--- config.mk ---
export PLATFORM = sky130hd
export DESIGN_NAME = block_xfer_sequencer
export DESIGN_NICKNAME = d
export VERILOG_FILES = /design/src/rtl/block_xfer_sequencer_pkg.sv /design/src/rtl/block_word_packer.sv /design/src/rtl/block_xfer_sequencer.sv
export SDC_FILE = /design/constraint.sdc
export NUM_CORES = 2
export LEC_CHECK = 0
export BUFFER_PORTS_ARGS = -buffer_cell sky130_fd_sc_hd__clkbuf_2
export CORE_AREA = 5 5 417 419
export DETAILED_ROUTE_END_ITERATION = 10
export DIE_AREA = 0 0 422 424
export SKIP_CTS_REPAIR_TIMING = 1
export SYNTH_ARGS = -nofsm -noshare
export SYNTH_HDL_FRONTEND = slang
export SYNTH_SLANG_ARGS = --single-unit
--- constraint.sdc ---
create_clock -name clk -period 8.3 [get_ports clk]
set_input_delay 0.83 -clock clk [delete_from_list [all_inputs] [get_ports clk]]
set_output_delay 0.83 -clock clk [all_outputs]
set_load 0.005 [all_outputs]
--- src/rtl/block_xfer_sequencer_pkg.sv ---
// rtl/block_xfer_sequencer_pkg.sv - shared types and constants for the block transfer sequencer
package block_xfer_sequencer_pkg;

  localparam int LINE_WORDS   = 16;
  localparam int WORD_W       = 32;
  localparam int PIX_PER_BLK  = 64;
  localparam int PIX_PER_WORD = 4;
  localparam int LINES_W      = LINE_WORDS * WORD_W;

  typedef enum logic [2:0] {
    ST_IDLE     = 3'd0,
    ST_FILL     = 3'd1,
    ST_PRESENT  = 3'd2,
    ST_CAPTURE  = 3'd3,
    ST_DRAIN    = 3'd4,
    ST_WAIT_ACK = 3'd5
  } seq_state_e;

  // Bit position of the LSB of pixel pix_idx inside the packed line vector.
  // The first pixel of each word occupies the most significant byte.
  function automatic logic [8:0] byte_lsb(input logic [5:0] pix_idx);
    int word_idx;
    int lane;
    word_idx = int'(pix_idx) / PIX_PER_WORD;
    lane     = int'(pix_idx) % PIX_PER_WORD;
    return 9'(word_idx * WORD_W + (PIX_PER_WORD - 1 - lane) * 8);
  endfunction

endpackage

--- src/rtl/block_word_packer.sv ---
// rtl/block_word_packer.sv - packs 64 raster pixels into the 16-word line register file
module block_word_packer
  import block_xfer_sequencer_pkg::*;
(
  input  logic               clk,
  input  logic               reset,
  input  logic               load,
  input  logic               clear,
  input  logic [7:0]         pix_data,
  output logic [LINES_W-1:0] lines,
  output logic               last_pix,
  output logic               full
);

  localparam logic [5:0] LAST_IDX = 6'(PIX_PER_BLK - 1);

  logic [5:0]         cnt_q, cnt_d;
  logic [LINES_W-1:0] lines_q, lines_d;
  logic               full_q, full_d;

  // Next-state: clear wins over load; a load writes one byte lane and advances the count.
  always_comb begin
    cnt_d   = cnt_q;
    lines_d = lines_q;
    full_d  = full_q;
    if (clear) begin
      cnt_d  = '0;
      full_d = 1'b0;
    end else if (load) begin
      lines_d[byte_lsb(cnt_q) +: 8] = pix_data;
      cnt_d = cnt_q + 6'd1;
      if (cnt_q == LAST_IDX) begin
        full_d = 1'b1;
      end
    end
  end

  // Register the pixel count, the line words and the full flag.
  always_ff @(posedge clk or negedge reset) begin
    if (!reset) begin
      cnt_q   <= '0;
      lines_q <= '0;
      full_q  <= 1'b0;
    end else begin
      cnt_q   <= cnt_d;
      lines_q <= lines_d;
      full_q  <= full_d;
    end
  end

  assign lines    = lines_q;
  assign last_pix = (cnt_q == LAST_IDX);
  assign full     = full_q;

endmodule

--- src/rtl/block_xfer_sequencer.sv ---
// rtl/block_xfer_sequencer.sv - sequences 8x8 pixel blocks to the CPU and streams back result words
module block_xfer_sequencer
  import block_xfer_sequencer_pkg::*;
#(
  parameter int PIX_W   = 8,
  parameter int TIMEOUT = 65535
) (
  input  logic               clk,
  input  logic               reset,
  input  logic               enable,
  input  logic [PIX_W-1:0]   pix_in_data,
  input  logic               pix_in_valid,
  output logic               pix_in_ready,
  output logic [LINES_W-1:0] lines_in,
  output logic               blk_ready,
  input  logic               cpu_done,
  input  logic [LINES_W-1:0] lines_out,
  output logic [WORD_W-1:0]  coef_out_data,
  output logic               coef_out_valid,
  output logic               coef_out_last,
  input  logic               coef_out_ready,
  output logic               busy,
  output logic               timeout_err,
  input  logic               err_clr
);

  localparam logic [15:0] TMO_LAST  = 16'(TIMEOUT - 1);
  localparam logic [3:0]  LAST_BEAT = 4'(LINE_WORDS - 1);

  seq_state_e         state_q, state_d;
  logic               pix_in_ready_q, pix_in_ready_d;
  logic               blk_ready_q, blk_ready_d;
  logic               coef_valid_q, coef_valid_d;
  logic [3:0]         beat_q, beat_d;
  logic [15:0]        tmo_q, tmo_d;
  logic               timeout_err_q, timeout_err_d;
  logic [LINES_W-1:0] res_buf_q, res_buf_d;

  logic               tmo_set;
  logic               pk_load;
  logic               pk_clear;
  logic               pk_last;
  logic               pk_full;

  block_word_packer u_packer (
    .clk      (clk),
    .reset    (reset),
    .load     (pk_load),
    .clear    (pk_clear),
    .pix_data (pix_in_data),
    .lines    (lines_in),
    .last_pix (pk_last),
    .full     (pk_full)
  );

  // Sequencer next-state: block handshake with the CPU, timeout recovery and result drain.
  always_comb begin
    state_d        = state_q;
    pix_in_ready_d = pix_in_ready_q;
    blk_ready_d    = blk_ready_q;
    coef_valid_d   = coef_valid_q;
    beat_d         = beat_q;
    tmo_d          = tmo_q;
    res_buf_d      = res_buf_q;
    tmo_set        = 1'b0;
    pk_clear       = 1'b0;
    pk_load        = (state_q == ST_FILL) && pix_in_valid && pix_in_ready_q && !pk_full;

    case (state_q)
      ST_IDLE: begin
        if (enable) begin
          state_d        = ST_FILL;
          pix_in_ready_d = 1'b1;
        end
      end
      ST_FILL: begin
        if (pk_load && pk_last) begin
          state_d        = ST_PRESENT;
          pix_in_ready_d = 1'b0;
          blk_ready_d    = 1'b1;
          tmo_d          = '0;
        end
      end
      ST_PRESENT: begin
        if (cpu_done) begin
          state_d     = ST_CAPTURE;
          blk_ready_d = 1'b0;
          tmo_d       = '0;
        end else if (tmo_q == TMO_LAST) begin
          // CPU never answered: flag it, drop the block and start refilling from pixel 0.
          tmo_set        = 1'b1;
          pk_clear       = 1'b1;
          blk_ready_d    = 1'b0;
          pix_in_ready_d = 1'b1;
          tmo_d          = '0;
          state_d        = ST_FILL;
        end else begin
          tmo_d = tmo_q + 16'd1;
        end
      end
      ST_CAPTURE: begin
        res_buf_d    = lines_out;
        pk_clear     = 1'b1;
        beat_d       = '0;
        coef_valid_d = 1'b1;
        state_d      = ST_DRAIN;
      end
      ST_DRAIN: begin
        if (coef_valid_q && coef_out_ready) begin
          if (beat_q == LAST_BEAT) begin
            coef_valid_d = 1'b0;
            beat_d       = '0;
            if (cpu_done) begin
              state_d = ST_WAIT_ACK;
            end else if (!enable) begin
              state_d = ST_IDLE;
            end else begin
              state_d        = ST_FILL;
              pix_in_ready_d = 1'b1;
            end
          end else begin
            beat_d = beat_q + 4'd1;
          end
        end
      end
      ST_WAIT_ACK: begin
        // A done level left over from this block must drop before another block may start.
        if (!cpu_done) begin
          if (enable) begin
            state_d        = ST_FILL;
            pix_in_ready_d = 1'b1;
          end else begin
            state_d = ST_IDLE;
          end
        end
      end
      default: begin
        state_d        = ST_IDLE;
        pix_in_ready_d = 1'b0;
        blk_ready_d    = 1'b0;
        coef_valid_d   = 1'b0;
      end
    endcase

    if (err_clr) begin
      timeout_err_d = 1'b0;
    end else if (tmo_set) begin
      timeout_err_d = 1'b1;
    end else begin
      timeout_err_d = timeout_err_q;
    end
  end

  // State, registered outputs, counters and the captured result buffer.
  always_ff @(posedge clk or negedge reset) begin
    if (!reset) begin
      state_q        <= ST_IDLE;
      pix_in_ready_q <= 1'b0;
      blk_ready_q    <= 1'b0;
      coef_valid_q   <= 1'b0;
      beat_q         <= '0;
      tmo_q          <= '0;
      timeout_err_q  <= 1'b0;
      res_buf_q      <= '0;
    end else begin
      state_q        <= state_d;
      pix_in_ready_q <= pix_in_ready_d;
      blk_ready_q    <= blk_ready_d;
      coef_valid_q   <= coef_valid_d;
      beat_q         <= beat_d;
      tmo_q          <= tmo_d;
      timeout_err_q  <= timeout_err_d;
      res_buf_q      <= res_buf_d;
    end
  end

  assign pix_in_ready   = pix_in_ready_q;
  assign blk_ready      = blk_ready_q;
  assign coef_out_valid = coef_valid_q;
  assign coef_out_data  = coef_valid_q ? res_buf_q[{beat_q, 5'd0} +: WORD_W] : '0;
  assign coef_out_last  = coef_valid_q && (beat_q == LAST_BEAT);
  assign busy           = (state_q != ST_IDLE);
  assign timeout_err    = timeout_err_q;

endmodule

==> results.md <==
* Run status: finished clean
* Die area at roughly 180000 µm²
* Largest family of logic cells by synthesized area: simple AND/OR/NAND/NOR gates
* Synth warnings at 0
* Post-detail-place hpwl at between 100 and 150 mm
* Mean Syn Cell Area at 10.8 µm²
* # Max-Cap Violations at 0
* DRT Pass-1 Iters at 6
* Xor-xnor portion of the synthesized cell area at less than 1%
* Initial Utilization at 26.8%
* First-pass GRT wire length at 266 mm
* Post-synth top area share at about three fifths
* Clock tree buffer depth at 3
* Syn_nets at 4772
* Mapped Area at roughly 46000 µm²
* DRT antenna net count at 0
* Core area at roughly 170000 µm²
* Pleak at about 27 nW
* Worst-path clk slew at about 0.07 ns
* Setup WS post-layout at 3.67 ns
* Hold Vio Cnt, Final at 0
* Num ports at ~1.1k
* Synthesized flop and latch total at roughly 1.1k
* CTS buffer count at roughly 110
* Final Max Tran Viols at 0
* Post-synth top area cell: dfrtp_1
* Routed WL at 185 mm
* FMAX at 216 MHz
* Startpoint Class: flop
* Layout Cells excl Fill at 7536
* Ratio of cells with drive above 1 in the final layout at 34.3%
* CTS Root Cell: clkbuf_16
* Asr flop ratio synth at between 90% and 100%
* Launching point of the worst reg2reg path: u_packer.cnt_q[0]$_DFFE_PN0P_
* Sequential fraction of the synthesis area at 58.1%
* Crit path time final at roughly 4.6 ns
* Number of global-route vias before repair at 37.4k
* Synth Area in Compound Gates at 6.52%
* Dominant synthesized flop cell: dfrtp_1
* Post-Syn Instances at 4239
* Vias per Instance at between 4 and 5
* Worst setup EP type: output pin
* Clock latency at the later pin of the worst-skew pair at 0.76 ns
* Synth Area in Simple Gates at 17.4%
* EDFF count, synth at 0
* CTS H-tree depth at 3
* Worst EP required at 7.47 ns
* Dpl cells at 7303
* Via count at 37.4k
* Global route overflow at 0
* PwrDens at roughly 210 nW/µm²
* CP Max Fanout at around 100
* Die W at about 420 µm
* Worst slack, placed at between 4 and 5 ns
* Setup TNS Final at 0 ns
* Row count at 152
* DRC at 0
* Chip Height at ~420 µm
* Unrepaired setup endpoints after global routing: no
* Slew Limit Headroom at under 10%
* Slew @ Worst Pin at between 1 and 1.5 ns
* Critical path class: reg2out
* Worst Hold Class: in2async
* Clk sinks at about 1.1k
* WP data arrival at 3.80 ns
* Post-Synth Adder-Cell Area at less than 1%
* Critical Path Source: beat_q[0]$_DFFE_PN0P_
* Post-synth cell types at 72
* Gpl congestion at 0.964
* Worst Skew at 0.0467 ns
* Largest net degree at the start of global routing at about 220
* DRT iter0 DRCs at between 4k and 5k
* Overall Global Routing Usage at about a fifth
* Final period utilization at a little under three fifths
* Routed wire per std cell at ~25 µm
* Port buffer count at 1076
* Post-synthesis mux area share at ~15%
* Area Growth Syn to Fin at 25.3%
* CTS tree: built
* Top cells by area, synth: dfrtp_1, nand2_1, mux4_2
* Final setup vio count at 0
* Layout net count at 5719
* Max IR drop VDD at around 0.15 mV
* Antenna violations before repair at 41
* Cells on worst reg2reg path at 6
[per-stage QoR]
stage               total power, mW  utilization, %  hold WS (ns)  area, µm²
floorplan                      6.15               -         0.440      45600
global placement               7.07            31.3         0.454      53200
detailed placement             7.09            31.3         0.459      53200
CTS                            12.3            33.5        0.0251      57100
global route                   12.7            33.6        0.0754      57100
finish                         12.3            33.6        0.0524      57100
[placed cells by master, fill, tap and decap left out, types with 14 or more instances in the layout]
master,instances
nor2_1,52
dfrtp_1,1053
clkbuf_16,117
clkbuf_2,1075
and2_1,37
clkbuf_1,19
o31ai_1,229
mux2_1,16
buf_4,50
or2_2,14
diode_2,24
mux4_2,160
clkinv_2,28
clkbuf_8,28
nand2b_1,15
o21ai_0,133
nand2_1,1735
mux2_2,267
[power by group]
| part | switching (mW) | internal (mW) |
|---|---|---|
| sequential | 0.130 | 5.29 |
| combinational | 1.19 | 0.406 |
| clock | 2.22 | 3.02 |
[cell usage after synthesis, types with 14 or more instances]
library cell,n
mux2_1,16
buf_1,30
mux4_2,160
or2_2,14
dfrtp_1,1058
nand2_1,1735
o21ai_0,133
nor2_1,56
buf_2,47
nand2b_1,15
o31ai_1,229
clkbuf_1,227
mux2_2,267
and2_1,37
[layer usage]
layer	vias to the layer above	global-route usage, %	part of all wire, %
met3	407	5.14	8.4
met1	19000	25.4	39
li1	16200	-	-
met5	-	0	0.057
met2	1749	31.0	46
met4	16	12.1	6.3
[state kept, by name, summed over array words and instances (netlist names)]
name,count
beat_q,4
blk_ready,1
coef_out_valid,1
pix_in_ready,1
res_buf_q,512
state_q,3
timeout_err,1
tmo_q,16
u_packer.cnt_q,6
u_packer.full,1
u_packer.lines,512
[path summary, 6_finish.rpt]
| path | slack, ns | to |
|---|---|---|
| hold reg to reg | 0.47 | res_buf_q[185]$_DFFE_PN0P_ |
| setup / recovery | 3.67 | coef_out_data[3] |
| min in group clk | 0.26 | res_buf_q[101]$_DFFE_PN0P_ |
| max in group asynchronous | 6.10 | u_packer.lines[295]$_DFFE_PN0P_ |
| hold / removal | 0.05 | res_buf_q[32]$_DFFE_PN0P_ |
| setup reg to reg | 4.46 | u_packer.lines[288]$_DFFE_PN0P_ |
[cells by family after synthesis]
logic type | count (synthesis)
simple gates | 1970
flops | 1058
mux | 445
compound gates | 434
buf+inv | 318
xor+xnor | 8
fa+ha+maj | 6
[area by class of cell]
| type | instances | area, µm² |
|---|---|---|
| fillers | 17100 | 113000 |
| clock inverters | 45 | 445 |
| inverters | 13 | 48.8 |
| flip-flops and latches | 1058 | 26500 |
| clock buffers | 164 | 3380 |
| diodes | 24 | 60.1 |
| well taps | 2233 | 2790 |
| multi-input cells | 2863 | 17900 |
| repair buffers | 1136 | 5970 |
[worst max-delay path, cell delays in order, from the launching register on]
cell	delay, ns
dfrtp_4	0.80
buf_12	0.59
mux4_2	0.62
mux4_2	0.49
and2_1	0.17
clkbuf_2	0.11
(Power assumes the default switching activity.)
